### config.mk
export PLATFORM = sky130hd
export DESIGN_NAME = dmem_arbiter
export DESIGN_NICKNAME = d
export VERILOG_FILES = /design/src/rtl/dmem_arbiter.sv
export SDC_FILE = /design/constraint.sdc
export NUM_CORES = 1
export LEC_CHECK = 0
export ABC_AREA = 0
export CORE_AREA = 2 2 117 119
export DETAILED_ROUTE_END_ITERATION = 10
export DIE_AREA = 0 0 119 121
export DONT_BUFFER_PORTS = 1
export RECOVER_POWER = 100
export SETUP_SLACK_MARGIN = 0.3
export SYNTH_ARGS = -nofsm -noshare
export SYNTH_HDL_FRONTEND = slang
export SYNTH_SLANG_ARGS = --single-unit
### constraint.sdc
create_clock -name clk -period 3.3 [get_ports clk]
set_clock_uncertainty 0.2 [all_clocks]
set_input_delay 0.99 -clock clk [delete_from_list [all_inputs] [get_ports clk]]
set_output_delay 0.99 -clock clk [all_outputs]
set_load 0.02 [all_outputs]
### src/rtl/dmem_arbiter.sv
// ----------------------------------------------------------------------------
// dmem_arbiter
//   Two-requester arbiter in front of the single-port data memory.
//   Port 0 is the core load/store unit and port 1 is the DMA/debug master.
//   At most one access is granted per cycle. Read data is registered and
//   returned to its owner one cycle after the grant. Port 1 can lock the
//   memory for a burst, and a starvation counter stops port 0 from shutting
//   port 1 out indefinitely.
//
//   Optional feature (macro DMEM_ADDR_CHECK_EN):
//     defined   - an access with addr >= MEM_DEPTH is still granted, but its
//                 write is suppressed, its read data is 0, and mX_err is
//                 raised together with mX_rvalid on the next cycle. This also
//                 applies to writes.
//     undefined - no address check; mX_err stays 0.
//
// Ports
//   clk, rst_n                 clock, async active-low reset
//   m0_req/we/addr/wdata       port 0 request (held until m0_gnt)
//   m0_gnt                     port 0 accepted this cycle (combinational)
//   m0_rvalid/rdata/err        port 0 read return, one cycle after grant
//   m1_*                       same set for port 1, plus m1_lock
//   m1_lock                    keep the memory after this port-1 access
//   mem_a/mem_wd/mem_we        memory port, driven by the granted master
//   mem_rd                     combinational memory read data
// ----------------------------------------------------------------------------
// state    | meaning
// ST_ARB   | normal arbitration: m0 by default, m1 if m0 idle or m1 starved
// ST_LOCK1 | m1 owns the memory; m0 is stalled until m1 unlocks or goes idle
// ----------------------------------------------------------------------------
module dmem_arbiter #(
   parameter int ADDR_W     = 32,
   parameter int DATA_W     = 32,
   parameter int MEM_DEPTH  = 1024,
   parameter int STARVE_MAX = 4
) (
   input  logic              clk,
   input  logic              rst_n,

   input  logic              m0_req,
   input  logic              m0_we,
   input  logic [ADDR_W-1:0] m0_addr,
   input  logic [DATA_W-1:0] m0_wdata,
   output logic              m0_gnt,
   output logic              m0_rvalid,
   output logic [DATA_W-1:0] m0_rdata,
   output logic              m0_err,

   input  logic              m1_req,
   input  logic              m1_we,
   input  logic              m1_lock,
   input  logic [ADDR_W-1:0] m1_addr,
   input  logic [DATA_W-1:0] m1_wdata,
   output logic              m1_gnt,
   output logic              m1_rvalid,
   output logic [DATA_W-1:0] m1_rdata,
   output logic              m1_err,

   output logic [ADDR_W-1:0] mem_a,
   output logic [DATA_W-1:0] mem_wd,
   output logic              mem_we,
   input  logic [DATA_W-1:0] mem_rd
);

   localparam logic [0:0] ST_ARB   = 1'b0;
   localparam logic [0:0] ST_LOCK1 = 1'b1;

   localparam logic [3:0]      STARVE_LIM = 4'(STARVE_MAX);
   localparam logic [ADDR_W:0] DEPTH_LIM  = (ADDR_W+1)'(MEM_DEPTH);

`ifdef DMEM_ADDR_CHECK_EN
   localparam logic CHK_EN = 1'b1;
`else
   localparam logic CHK_EN = 1'b0;
`endif

   logic [0:0] state;
   logic [0:0] state_nxt;
   logic [3:0] starve_cnt;
   logic       bad0;
   logic       bad1;

   assign bad0 = CHK_EN && ({1'b0, m0_addr} >= DEPTH_LIM);
   assign bad1 = CHK_EN && ({1'b0, m1_addr} >= DEPTH_LIM);

   // Grants are forced low while reset is asserted so nothing reaches the
   // memory during reset, even though the state register already reads ARB.
   always_comb begin
      m0_gnt    = 1'b0;
      m1_gnt    = 1'b0;
      state_nxt = state;
      if (rst_n) begin
         case (state)
            ST_ARB: begin
               if (m1_req && (!m0_req || (starve_cnt == STARVE_LIM)))
                  m1_gnt = 1'b1;
               else
                  m0_gnt = m0_req;
               if (m1_gnt && m1_lock)
                  state_nxt = ST_LOCK1;
            end
            ST_LOCK1: begin
               m1_gnt = m1_req;
               // an unlocked access or an idle cycle both release the lock
               if (!m1_req || !m1_lock)
                  state_nxt = ST_ARB;
            end
            default: state_nxt = ST_ARB;
         endcase
      end
   end

   assign mem_a  = m1_gnt ? m1_addr  : m0_addr;
   assign mem_wd = m1_gnt ? m1_wdata : m0_wdata;
   assign mem_we = (m0_gnt & m0_we & ~bad0) | (m1_gnt & m1_we & ~bad1);

   always_ff @(posedge clk or negedge rst_n) begin
      if (!rst_n) begin
         state      <= ST_ARB;
         starve_cnt <= '0;
      end else begin
         state <= state_nxt;
         if (m1_req && !m1_gnt) begin
            if (starve_cnt != STARVE_LIM)
               starve_cnt <= starve_cnt + 4'd1;
         end else begin
            starve_cnt <= '0;
         end
      end
   end

   // Read return. An out-of-range access answers like a read (rvalid with
   // err) so the master always learns that its access was rejected.
   always_ff @(posedge clk or negedge rst_n) begin
      if (!rst_n) begin
         m0_rvalid <= 1'b0;
         m0_err    <= 1'b0;
         m0_rdata  <= '0;
         m1_rvalid <= 1'b0;
         m1_err    <= 1'b0;
         m1_rdata  <= '0;
      end else begin
         m0_rvalid <= m0_gnt & (~m0_we | bad0);
         m0_err    <= m0_gnt & bad0;
         if (m0_gnt && (!m0_we || bad0))
            m0_rdata <= bad0 ? '0 : mem_rd;
         m1_rvalid <= m1_gnt & (~m1_we | bad1);
         m1_err    <= m1_gnt & bad1;
         if (m1_gnt && (!m1_we || bad1))
            m1_rdata <= bad1 ? '0 : mem_rd;
      end
   end

endmodule

Yosys cells after proc, flatten, opt, wreduce, memory -nomap -nowiden
Cells that the tools add are included.
W data, S select, Z words.

word-level totals
  register bits = 71
  word-level logic and storage cells = 46
  bits of input ports = 167
  output and inout port bits = 135

cells by class
  mux-type cells = 15
  add/subtract/negate cells = 1
  eq/ne operators = 3
  reductions and logical operators = 13
  bitwise operators = 8

operators by type and width
  cell                   count
  $mux W32               2
  $mux W1                9
  $mux W4                2
  $logic_not A1 Y1       6
  $logic_and A1 B1 Y1    5
  $add A4 B1 Y4 const B  1
  $and A1 B1 Y1          4
  $eq A4 B3 Y1 const B   1
  $ne A4 B3 Y1 const B   1
  $pmux W1 S2            2
  $not A1 Y1             3
  $logic_or A1 B1 Y1     2
  $ne A2 B1 Y1 const B   1
  $or A1 B1 Y1           1

Longest topological paths before layout
  depth in word-level cells = 11
  gate-level depth with buffers = 7

Worst setup path before layout
No wires, ideal clock.

  kind = input-to-output
  start point = input m0_req
  end point = output mem_a[10]
  buffers on the path = 2
  required time = 2.110 ns
  path slack = 0.022 ns
  cell stages on the path = 5
  arrival = 2.088 ns
  cells stage by stage = and2b_1 a21oi_2 buf_4 buf_4 mux2_2

on the way
  word-level cells in the longest chain between the ends = 9

RTL lines
  what                 RTL line  text
  from (decl)          40        input logic m0_req,
  $logic_not A1 Y1     95        if (m1_req && (!m0_req || (starve_cnt == STARVE_LIM)))
  $logic_or A1 B1 Y1   95
  $logic_and A1 B1 Y1  95
  $mux W1              95
  $mux W1              93        case (state)
  $mux W1              92        if (rst_n) begin
  $pmux W1 S2          93
  $mux W1              92
  $mux W32             113       assign mem_a = m1_gnt ? m1_addr : m0_addr;
  to (decl)            59        output logic [ADDR_W-1:0] mem_a,

No other way between the ends. The select of a mux whose other input is x is not followed.

Worst setup path in the final report
  start point = input m0_req
  end point = output mem_a[25]

The elaborated chain is that of the path after synthesis.

==> results.yml <==
final_layout:
  area_delta_synth_final_pct: 28.1
  final_core_util_pct: 34.9
  design_area_um2: 4560
  drive_gt1_share_pct: 59.6
  regArea_um2: 1780
  multi_input_area_um2: 1870
  final_nets: 431
  n_fill_cell: 1259
yosys:
  yosysWarningCount: 0
  ys_types: 24
  synth_largest_area_cell: "dfrtp_1"
  syn-cell-area_um2: 3560
  synthFlopType: "dfrtp_1"
  yosysMostFrequentCell: "mux2_2"
  synth_seq_area_share_pct: 49.9
  synthTopCellsByCount: "127 x mux2_2, 71 x dfrtp_1, 7 x buf_4"
  synth_async_sr_flop_share_pct: 100
  synth.top_cell.area_share_pct: 49.9
  synthTopCellsByArea: "dfrtp_1 50%, mux2_2 40%, buf_4 1.5%"
  syn_inst: 245
  synth-edff-count: 0
  ys_ff_latch: 71
  postSynthAreaPerCell_um2: 14.5
grt:
  grt_max_degree: 78
  antenna_found_initial: 3
  grt_usage_pct: 16.3
  top_usage_layer: "met2"
  grt_use_met3_pct: 11.3
  grt_pass1_wl_um: 16800
  use_met2_pct: 29.2
  grt_use_met1_pct: 13.9
  grt_pass1_vias: 2415
  gr-total-overflow: 0
floorplan:
  fp.dieH_um: 121
  core_um2: 13100
  io_pins: 302
  dieArea_um2: 14400
  start_util_pct: 27.2
  rows: 42
  fp.dieW_um: 119
cts:
  ctsLongestPathBuffers: 2
  cts_tree: "done"
  clock_sinks: 71
  ctsRootBufferMaster: "clkbuf_16"
  path_clk_slew_ns: 0.05
  cts_hold_buf: 0
  clkLatencyLatePin_ns: 0.32
  cts_max_level: 3
  numCtsBuffers: 9
setup_path:
  r2r_cells: 7
  path_buf_inv: 3
  critPathRequiredTime_ns: 2.11
  reg2reg_slack_ns: 0.56
  worstSetupStartpoint: "m0_req"
  r2r_start: "starve_cnt[0]$_DFFE_PN0P_"
  critPathLaunchType: "input pin"
  reg2reg_to: "m1_rdata[0]$_DFFE_PN0P_"
  cp-end-kind: "output port"
  cp_slowest_stage_delay_ns: 0.36
  worst-path-max-fanout: 7
  path_cells: "and2b_1 > a21oi_4 > buf_6 > buf_12 > buf_16 > mux2_4"
  critPathKind: "in2out"
  crit_family: "buffers and inverters"
  slowest_stage: "mux2_4"
  arrival_ns: 2.09
power:
  ir_worst_vdd_mv: 0.445
  pwr-share-comb_pct: 17.2
  internal_power_mw: 2.16
  leakage_nw: 1.98
  swShare_pct: 31.7
  power_switching_mw: 1.00
  p_seq_share_pct: 47.3
  p_clk_share_pct: 35.5
  cellPowerDensity_nw_per_um2: 692
routing:
  wire_per_inst_um: 27.4
  drc: 0
  ant_nets: 0
  first_pass_iters: 4
  dr_total_vias: 2170
  via_per_inst: 4.89
  wl_um: 12200
  drt_iter0_markers: 36
job:
  drv_cap: 0
sta:
  setup_viol: 0
  rsz0062_at_grt: "true"
  period_share_pct: 99.3
  tightest_slew_ns: 1.20
  hold_violations: 0
  fin_crit_ns: 3.28
  relSlewSlack_pct: 20.3
  drv_slew: 0
  fmax_mhz: 305
place:
  portBuffers: 0
  placedInstanceArea_um2: 3930
  dp_hpwl_um: 9180
  gp_congestion: 0.766
worst_hold_path:
  min-delay-path-class: "in2async"
outcome:
  status: "complete, no violations"
-- cell type report --
type / count / share of cell area [%]
antenna: 1 / 0.0548
clock buffer: 11 / 5.54
clock inverter: 5 / 2.28
inverter: 4 / 0.329
multi-input combinational: 156 / 41.1
sequential: 71 / 38.9
tap: 176 / 4.83
timing repair buffer: 20 / 6.96
-- routing by layer --
metal  up-vias  part of all wire [%]
met5         -                     0
met4         0                   2.4
met3        20                    16
met2       167                    53
met1      1068                    28
li1        915                     -
-- power groups by stage --
stage / logic [mW] / registers (mW) / clock network [mW]
after detailed placement: 0.494 / 1.51 / 0
after floorplan: 0.443 / 1.45 / 0
after global placement: 0.475 / 1.51 / 0
final: 0.544 / 1.49 / 1.12
after global routing: 0.575 / 1.52 / 1.19
after CTS: 0.557 / 1.50 / 1.15
-- worst max-delay path by stage --
| stage | endpoint | depth (start not counted) |
|---|---|---|
| 2_1_floorplan | mem_a[10] | 5 |
| 3_3_place_gp | mem_wd[23] | 4 |
| 3_5_place_dp | mem_wd[22] | 4 |
| 4_1_cts | mem_a[14] | 6 |
| 5_1_grt | mem_a[14] | 6 |
| 6_report | mem_a[25] | 6 |
-- cells in the final DEF (no fill, tap or decap), types with 2 or more instances in the layout --
cell type | Yosys | layout
conb_1 | 1 | 2
clkbuf_1 | 0 | 4
inv_1 | 4 | 3
mux2i_1 | 2 | 2
clkbuf_8 | 0 | 2
dfrtp_1 | 71 | 71
mux2_1 | 1 | 6
mux2_2 | 127 | 71
clkbuf_16 | 0 | 9
buf_12 | 0 | 3
mux2_4 | 0 | 51
a21oi_1 | 2 | 2
nand2_1 | 2 | 2
nand4b_1 | 3 | 3
xnor2_1 | 2 | 2
buf_6 | 3 | 2
buf_16 | 0 | 7
buf_4 | 7 | 3
nor2_1 | 4 | 4
bufinv_16 | 0 | 3
-- flip-flops by register name (all words and copies together), names as in the netlist --
signal	count
m0_rvalid	1
m1_rdata	32
state	1
starve_cnt	4
m0_rdata	32
m1_rvalid	1
-- stage by stage --
stage / hold slack, ns / setup TNS [ns] / setup WS (ns) / power, mW / instances
final: 0.156 / 0 / 0.0238 / 3.16 / 444
after global routing: 0.137 / -0.00480 / -0.00214 / 3.28 / 444
after global placement: 0.324 / -0.191 / -0.0231 / 1.98 / 415
after detailed placement: 0.334 / -0.438 / -0.0465 / 2.00 / 415
after floorplan: 0.298 / 0 / 0.0502 / 1.89 / 246
after CTS: 0.142 / 0 / 0.0315 / 3.21 / 443
-- logic make-up after synthesis --
| kind of cell | after synthesis | share of synthesized area, % |
|---|---|---|
| compound gates | 7 | 1.79 |
| xor+xnor | 2 | 0.492 |
| fa+ha+maj | 2 | 0.702 |
| buf+inv | 19 | 3.55 |
| flops | 71 | 49.9 |
| mux | 130 | 41.0 |
| other cells | 1 | 0.105 |
| simple gates | 13 | 2.46 |
-- timing repair --
action                                  CTS  global route
setup buffers                             5             0
endpoints found under the setup margin   66            66
resized for setup                        26             9
gates cloned                              7             0
pin swaps                                 1             0
endpoints found under the hold margin     0             0
(Power assumes the default switching activity.)
